## config.mk

```make
export PLATFORM = sky130hd
export DESIGN_NAME = hazard_scoreboard
export DESIGN_NICKNAME = d
export VERILOG_FILES = /design/src/rtl/hazard_pkg.sv /design/src/rtl/hazard_slot_match.sv /design/src/rtl/hazard_scoreboard.sv
export SDC_FILE = /design/constraint.sdc
export NUM_CORES = 1
export LEC_CHECK = 0
export BUFFER_PORTS_ARGS = -buffer_cell sky130_fd_sc_hd__buf_2
export CORE_ASPECT_RATIO = 1.4
export CORE_MARGIN = 2
export CORE_UTILIZATION = 58
export CTS_BUF_LIST = sky130_fd_sc_hd__clkbuf_4
export DETAILED_ROUTE_END_ITERATION = 8
export GPL_ROUTABILITY_DRIVEN = 0
export HOLD_SLACK_MARGIN = 0.05
export PLACE_DENSITY_LB_ADDON = 0.2
export RECOVER_POWER = 25
export REMOVE_ABC_BUFFERS = 1
export SETUP_SLACK_MARGIN = 0.4
export SLEW_MARGIN = 20
export SYNTH_ARGS = -nofsm -noshare
export SYNTH_HDL_FRONTEND = slang
export SYNTH_HIERARCHICAL = 1
export SYNTH_SLANG_ARGS = --single-unit
```

## constraint.sdc

```tcl
create_clock -name clk -period 5.6 [get_ports clk]
set_input_delay 0.84 -clock clk [delete_from_list [all_inputs] [get_ports clk]]
set_output_delay 0.84 -clock clk [all_outputs]
set_load 0.01 [all_outputs]
```

## src/rtl/hazard_pkg.sv

```systemverilog
// Shared types for the hazard scoreboard: the slot record tracked per
// pipeline stage, and the empty-slot constant used on reset and when a
// bubble is inserted.
package hazard_pkg;

  localparam int REG_W = 4;

  typedef struct packed {
    logic             valid;
    logic             wb_en;
    logic             mem_read;
    logic [REG_W-1:0] dest;
  } slot_t;

  localparam slot_t SLOT_EMPTY = '{valid: 1'b0, wb_en: 1'b0, mem_read: 1'b0, dest: '0};

endpackage

```

## src/rtl/hazard_slot_match.sv

```systemverilog
// Compares one in-flight slot against both ID source registers.
// hit      : the slot will write a register the ID instruction reads.
// hit_load : same, and the slot holds a load (data not ready until after MEM).
module hazard_slot_match
  import hazard_pkg::*;
(
  input  slot_t            slot,
  input  logic [REG_W-1:0] src1,
  input  logic [REG_W-1:0] src2,
  input  logic             src1_used,
  input  logic             two_src,
  output logic             hit,
  output logic             hit_load
);

  logic writes;
  logic match1;
  logic match2;

  // Qualified source compare; unused sources never create a dependency.
  always_comb begin
    writes   = slot.valid & slot.wb_en;
    match1   = writes & (slot.dest == src1) & src1_used;
    match2   = writes & (slot.dest == src2) & two_src;
    hit      = match1 | match2;
    hit_load = hit & slot.mem_read;
  end

endmodule

```

## src/rtl/hazard_scoreboard.sv

```systemverilog
// Hazard scoreboard beside the ID/EXE register. Tracks the destination tags
// of the EXE, MEM and WB instructions, stalls ID on unresolved RAW hazards,
// and exports the MEM/WB tags to the forwarding select logic.
// Build option: define HAZARD_FORWARDING_EN when ALU results are forwarded;
// then only a load immediately followed by its consumer stalls.
// Interface note: there is no valid/ready handshake here; stall is the
// pipeline's ready (active-high "not ready") for the ID instruction, and an
// ID instruction advances into EXE in exactly the cycles where
// id_valid & !stall & !flush.
module hazard_scoreboard
  import hazard_pkg::*;
#(
  parameter int CNT_W     = 16,
  parameter bit WB_BYPASS = 1'b1
) (
  input  logic             clk,
  input  logic             rst_n,
  input  logic             id_valid,
  input  logic [REG_W-1:0] id_src1,
  input  logic [REG_W-1:0] id_src2,
  input  logic             id_two_src,
  input  logic             id_src1_used,
  input  logic             id_wb_en,
  input  logic             id_mem_read,
  input  logic [REG_W-1:0] id_dest,
  input  logic             flush,
  output logic             stall,
  output logic             bubble,
  output logic [REG_W-1:0] mem_dest,
  output logic             mem_wb_en,
  output logic [REG_W-1:0] wb_dest,
  output logic             wb_wb_en,
  output logic [CNT_W-1:0] stall_cnt
);

  slot_t exe_q;
  slot_t mem_q;
  slot_t wb_q;

  logic exe_hit, exe_hit_load;
  logic mem_hit, mem_hit_load;
  logic wb_hit,  wb_hit_load;
  logic hazard;
  logic issue;
  logic unused_hits;

  hazard_slot_match u_exe_match (
    .slot(exe_q), .src1(id_src1), .src2(id_src2), .src1_used(id_src1_used),
    .two_src(id_two_src), .hit(exe_hit), .hit_load(exe_hit_load)
  );

  hazard_slot_match u_mem_match (
    .slot(mem_q), .src1(id_src1), .src2(id_src2), .src1_used(id_src1_used),
    .two_src(id_two_src), .hit(mem_hit), .hit_load(mem_hit_load)
  );

  hazard_slot_match u_wb_match (
    .slot(wb_q), .src1(id_src1), .src2(id_src2), .src1_used(id_src1_used),
    .two_src(id_two_src), .hit(wb_hit), .hit_load(wb_hit_load)
  );

  // Hazard condition depends on whether ALU results are forwarded.
  always_comb begin
`ifdef HAZARD_FORWARDING_EN
    hazard      = exe_hit_load;
    unused_hits = ^{exe_hit, mem_hit, mem_hit_load, wb_hit, wb_hit_load, WB_BYPASS};
`else
    hazard      = exe_hit | mem_hit | (~WB_BYPASS & wb_hit);
    unused_hits = ^{exe_hit_load, mem_hit_load, wb_hit_load};
`endif
  end

  // Flush wins over stall: a squashed instruction never holds the front end.
  always_comb begin
    stall     = id_valid & ~flush & hazard;
    bubble    = stall | flush;
    issue     = id_valid & ~stall & ~flush;
    mem_dest  = mem_q.dest;
    mem_wb_en = mem_q.valid & mem_q.wb_en;
    wb_dest   = wb_q.dest;
    wb_wb_en  = wb_q.valid & wb_q.wb_en;
  end

  // Advance the slot pipeline; a non-issuing cycle puts a bubble into EXE.
  always_ff @(posedge clk or negedge rst_n) begin
    if (!rst_n) begin
      exe_q <= SLOT_EMPTY;
      mem_q <= SLOT_EMPTY;
      wb_q  <= SLOT_EMPTY;
    end else begin
      wb_q  <= mem_q;
      mem_q <= exe_q;
      if (issue) begin
        exe_q <= '{valid: 1'b1, wb_en: id_wb_en, mem_read: id_mem_read, dest: id_dest};
      end else begin
        exe_q <= SLOT_EMPTY;
      end
    end
  end

  // Saturating count of stalled cycles.
  always_ff @(posedge clk or negedge rst_n) begin
    if (!rst_n) begin
      stall_cnt <= '0;
    end else if (stall && (stall_cnt != {CNT_W{1'b1}})) begin
      stall_cnt <= stall_cnt + CNT_W'(1);
    end
  end

endmodule

```

Word-level counts from Yosys, hierarchy flattened
Index checks and enable logic that the tools add are counted.
{"block": "word_totals", "mem_count": 0, "latch_bits": 0, "reg_bits": 34, "ramBits": 0, "elab_cells": 39, "output_inout_bits": 28, "rom_bits": 0, "in_bits": 20}
{"block": "classes", "reduce_logical": 1, "bitwise_logic": 21, "mux": 1, "mul": 0, "shifts": 0, "add_sub_neg": 1, "n_eq_ne": 5, "magnitude_cmp": 0, "div": 0}
{"cell": "adder 16 x 1 -> 16 bit (second input constant)", "n": 1}
{"cell": "equality test 4 bit", "n": 4}
{"cell": "!= test 16 bit (second input constant)", "n": 1}
{"cell": "bitwise AND 1 bit", "n": 15}
{"cell": "two-way mux 7 bit", "n": 1}
{"cell": "bitwise OR 1 bit", "n": 4}
{"cell": "inverter 1 bit", "n": 2}
{"cell": "logical AND 1 bit", "n": 1}

Depth between registers and ports, before layout
Gate-level depths: netlist of run 1.
{"block": "logic_depth", "ltp_word": 10, "ltp_mapped": 8}

By module
The synthesis of run 1 kept the hierarchy.
{"mod": "hazard_scoreboard", "area_each_um2": 1481.4, "n_inst": 1, "cells_each": 114}
{"mod": "hazard_slot_match", "area_each_um2": 121.4, "n_inst": 2, "cells_each": 17}

Worst setup path after synthesis of run 1
No wires, ideal clock.
{"block": "synth_path", "kind": "in2out", "startpoint": "input id_src2[1]", "endpoint": "output bubble", "setup_slack_ns": 3.005, "stages": 6, "path_buffers": 1, "arrival_ns": 1.755, "cell_sequence": "xnor2_1 -> nand4_1 -> o22ai_1 -> o21ai_0 -> buf_2 -> nand2b_1"}
{"block": "synth_between", "elab_chain_len": 7}
{"item": "from (decl)", "line": "hazard_scoreboard.sv:20", "rtl": "input logic [REG_W-1:0] id_src2,"}
{"item": "equality test 4 bit", "line": "hazard_slot_match.sv:24", "rtl": "match2 = writes & (slot.dest == src2) & two_src;"}
{"item": "bitwise AND 1 bit (2 in series)", "line": "hazard_slot_match.sv:24"}
{"item": "bitwise OR 1 bit", "line": "hazard_slot_match.sv:25", "rtl": "hit = match1 | match2;"}
{"item": "via mem_hit", "line": "hazard_scoreboard.sv:41", "rtl": "logic mem_hit, mem_hit_load;"}
{"item": "bitwise OR 1 bit", "line": "hazard_scoreboard.sv:68", "rtl": "hazard = exe_hit | mem_hit | (~WB_BYPASS & wb_hit);"}
{"item": "bitwise AND 1 bit", "line": "hazard_scoreboard.sv:75", "rtl": "stall = id_valid & ~flush & hazard;"}
{"item": "bitwise OR 1 bit", "line": "hazard_scoreboard.sv:76", "rtl": "bubble = stall | flush;"}
{"item": "to (decl)", "line": "hazard_scoreboard.sv:28", "rtl": "output logic bubble,"}
The timed path passes the listed nets, and every way through them passes these cells.

Final worst setup path of run 1
{"block": "layout_path", "startpoint": "input id_src2[0]", "endpoint": "output bubble"}
Same word-level chain as after synthesis.

==> reports/metrics.cfg, run 1 <==
[sta]
relSlewSlack_pct = -17.9
hold_viol = 0
setup_viol = 0
slew_viol_final = 35
setup_ws_ns = 2.76
fin_setup_tns_ns = 0
skew_ns = 0.00506
fmax_mhz = 352
min_period_ns = 2.84
fin_crit_sh_pct = 50.8
worst_slew_pin_slew_ns = 1.77
rsz0062_at_grt = false

[finish]
final_common_cell = buf_2
fillCellCount = 225
regArea_um2 = 851
layout-drive-gt1-share_pct = 33.5
multi_input_area_um2 = 698
syn2layout_area_growth_pct = 18.1
final_cell_mix = buf_2 (45), dfrtp_1 (34), xnor2_1 (16)
nets = 202
diodes = 0

[placed_design]
io_buffers = 46
place_hpwl_mm = 2.39
post-place-ws_ns = 2.74

[detailed_routing]
drtPass1Iterations = 4
drc_errors = 0
routed_via_density = 5.36
drt_iter0_drc = 30
ant_nets = 0
dr_total_vias = 1169
wl_per_cell_um = 14.6
drt-total-wl_mm = 3.19

[floorplanning]
start_util_pct = 61.4
die_h_um = 66.6
row_count = 22
die_w_um = 48.7
ioPinCount = 48
dieArea_um2 = 3240
coreArea_um2 = 2640

[pwr]
leakage_nw = 1.06
power_per_cell_area_nw_per_um2 = 247
peakVddDrop_v = 0.000242

[critical_path]
critPathMaxStageDelay_ns = 0.27
reg2reg_from = mem_dest[1]
r2r-end = stall_cnt[10]
worstPathRequired_ns = 4.76
crit_fanout = 11
end_kind = primary output
crit_chain = buf_2 -> xnor2_1 -> nand3_1 -> o22ai_1 -> o21ai_0 -> buf_4 -> nand2b_1 -> buf_2
crit_family = buffers and inverters
rrSetupSlack_ns = 3.30
reg2regPathDepth = 7
cp_data_arrival_time_ns = 2.00
crit_buf_inv = 3
start_kind = input port
crit_type = input port to primary output
crit_top_cell = buf_2
slowest_stage = o22ai_1

[clocking]
cts_max_level = 2
insertion_delay_ns = 0.34
clock-root-buffer = clkbuf_4
cts_tree = yes
numCtsBuffers = 5
cts_buffer_depth = 2
cts_resized = 0
path_clk_slew_ns = 0.10
cts_sinks = 34
post-cts-setup-buffer-count = 0
postCtsHoldBufs = 0

[global_routing]
track_usage_pct = 22.3
antenna_found_initial = 0
gr-total-overflow = 0
grt_max_degree = 35
grt_first_pass_wirelength_mm = 5.24
grt_pass1_vias = 1171

[hold_path]
holdCritPathClass = flop to flop
min_to = mem_q[5]
holdPathStages = 0
holdCritStartpoint = exe_q[5]

[run_status]
violations = capacitance limit, slew limit
outcome = complete, but fails checks

[logic_synthesis]
syn_area_per_cell_um2 = 11.8
netlist_area_um2 = 1620
synth_cells = 137
ys.warnings.count = 6

[run]
cap_violations = 1

==> layer usage <==
layer / GRT usage (%) / part of all wire, %
met5: 0 / 0
met4: 14.3 / 2.6
met3: 5.83 / 5.6
met2: 38.0 / 53
met1: 24.6 / 39
==> power breakdown <==
part	switching (mW)	internal (mW)	leakage, nW
clock network	0.0806	0.104	0.0463
logic	0.0162	0.0158	0.547
registers	0.00486	0.251	0.464
total	0.102	0.371	1.06
==> through the flow <==
step	util (%)	hold slack [ns]	std cells	power, mW	instance area [um2]
global route	72.5	0.446	218	0.492	1920
CTS	72.6	0.420	218	0.480	1920
detailed placement	69.5	0.395	210	0.294	1840
finish	72.5	0.413	218	0.473	1920
global placement	69.5	0.398	210	0.292	1840
floorplan	-	0.373	127	0.275	1550
==> cell type report <==
cell class / count / area share [%]
flip-flops and latches: 34 / 44.4
multi-input cells: 92 / 36.4
repair buffers: 47 / 12.3
clock buffers: 7 / 2.74
well taps: 36 / 2.35
clock inverters: 1 / 1.57
inverters: 1 / 0.196
==> flip-flops by register name, summed over array words and instances (netlist names) <==
| signal | count |
|---|---|
| exe_q | 6 |
| mem_dest | 4 |
| mem_q | 2 |
| stall_cnt | 16 |
| wb_dest | 4 |
| wb_q | 2 |
==> how the worst max path moves through the flow <==
| stage | from | end | slack, ns | cells past startpoint |
|---|---|---|---|---|
| 6_report | id_src2[0] | bubble | 2.76 | 8 |
| 5_1_grt | id_src2[3] | bubble | 2.60 | 8 |
| 4_1_cts | id_src2[0] | bubble | 2.73 | 8 |
| 3_5_place_dp | id_src2[0] | bubble | 2.74 | 8 |
| 3_3_place_gp | id_src2[1] | bubble | 2.79 | 8 |
| 2_1_floorplan | id_src2[2] | bubble | 2.72 | 5 |
(Power assumes the default switching activity.)
==> inputs of run 2 (changes only) <==
CORE_UTILIZATION = 54   (was 58)
clock period = 2.9 ns   (was 5.6 ns; I/O delays follow)
==> reports/metrics.cfg, run 2 (same netlist as run 1, synthesis figures left out) <==
[clocking]
cts_max_level = 2
insertion_delay_ns = 0.32
cts_tree = yes
clock-root-buffer = clkbuf_4
cts_buffer_depth = 2
cts_sinks = 34
post-cts-setup-buffer-count = 0
postCtsHoldBufs = 0
numCtsBuffers = 5
path_clk_slew_ns = 0.10
cts_resized = 0

[finish]
multi_input_area_um2 = 704
layout-drive-gt1-share_pct = 33.5
nets = 202
syn2layout_area_growth_pct = 16.8
final_cell_mix = buf_2 (45), dfrtp_1 (34), xnor2_1 (16)
final_common_cell = buf_2
largest_reg_flops = 16
fillCellCount = 243
design_area_um2 = 1900
regArea_um2 = 851
diodes = 0
largest_register = stall_cnt
top_regs = stall_cnt x16, exe_q x6
finalNonFillerCells = 219

[pwr]
power_per_cell_area_nw_per_um2 = 420
peakVddDrop_v = 0.000345
leakage_nw = 1.04

[sta]
fin_crit_sh_pct = 80.8
setup_ws_ns = 0.556
worst_slew_pin_slew_ns = 1.73
rsz0062_at_grt = false
relSlewSlack_pct = -15.3
slew_viol_final = 35
setup_viol = 0
holdWs_ns = 0.345
fmax_mhz = 427
min_period_ns = 2.34
fin_setup_tns_ns = 0
skew_ns = 0.00822
hold_viol = 0

[global_routing]
grt_pass1_vias = 1213
antenna_found_initial = 0
grt_first_pass_wirelength_mm = 5.31
gr-total-overflow = 0
grt_max_degree = 35
track_usage_pct = 21.0

[hold_path]
holdPathStages = 2
min_to = exe_q[2]
holdCritPathClass = input port to flop
holdCritStartpoint = id_dest[2]

[critical_path]
cp_data_arrival_time_ns = 1.91
reg2regPathDepth = 7
start_kind = flop
crit_type = flop to primary output
r2r-end = stall_cnt[10]
critPathMaxStageDelay_ns = 0.43
crit_chain = xnor2_1 -> nand4_1 -> o22ai_1 -> o21ai_0 -> buf_4 -> nand2b_1 -> buf_2
end_kind = primary output
crit_fanout = 11
worstPathRequired_ns = 2.47
rrSetupSlack_ns = 0.59
crit_buf_inv = 2
crit_family = compound AO/OA/AOI/OAI gates
slowest_stage = dfrtp_1
reg2reg_from = mem_dest[1]

[floorplanning]
ioPinCount = 48
row_count = 23
die_w_um = 50.3
die_h_um = 68.9
dieArea_um2 = 3470
start_util_pct = 56.4
coreArea_um2 = 2880

[detailed_routing]
drtPass1Iterations = 4
drt-total-wl_mm = 3.22
ant_nets = 0
routed_via_density = 5.39
wl_per_cell_um = 14.7
dr_total_vias = 1180
drt_iter0_drc = 17
drc_errors = 0

[run_status]
violations = capacitance limit, slew limit
outcome = complete, but fails checks

[run]
cap_violations = 1

[placed_design]
place_area_um2 = 1840
post-place-ws_ns = 0.504
io_buffers = 46
place_inst = 211
place_hpwl_mm = 2.46

run 2: layer usage:
layer  track usage [%]  up-vias  routed length (um)
li1                  -      564                   -
met1              23.6      572                1270
met2              36.7       42                1740
met3              6.68        2                 188
met4              9.12        0                  24
met5                 0        -                   0
run 2: power by group:
part	switching (mW)	internal, mW
clock network	0.148	0.0900
logic	0.0323	0.0305
registers	0.00961	0.485
run 2: how the worst max path moves through the flow:
stage	startpoint	endpoint	slack (ns)	cells after the start
3_5_place_dp	id_src1[3]	stall_cnt[10]	0.50	8
3_3_place_gp	id_src1[3]	stall_cnt[10]	0.62	8
5_1_grt	mem_dest[3]	bubble	0.40	7
4_1_cts	mem_dest[1]	bubble	0.56	7
2_1_floorplan	mem_dest[2]	bubble	0.79	5
6_report	mem_dest[1]	bubble	0.56	7
run 2: cell type report:
type	count	share of cell area [%]
multi-input cells	92	37.2
inverters	1	0.198
clock inverters	3	0.858
clock buffers	5	1.98
flip-flops and latches	34	44.9
repair buffers	47	12.5
well taps	37	2.44
run 2: per-stage QoR:
step / total power, mW / util, %
after detailed placement: 0.568 / 63.8
after CTS: 0.808 / 65.7
after global routing: 0.842 / 65.9
final: 0.795 / 65.9
after global placement: 0.565 / 63.8
after floorplan: 0.531 / -
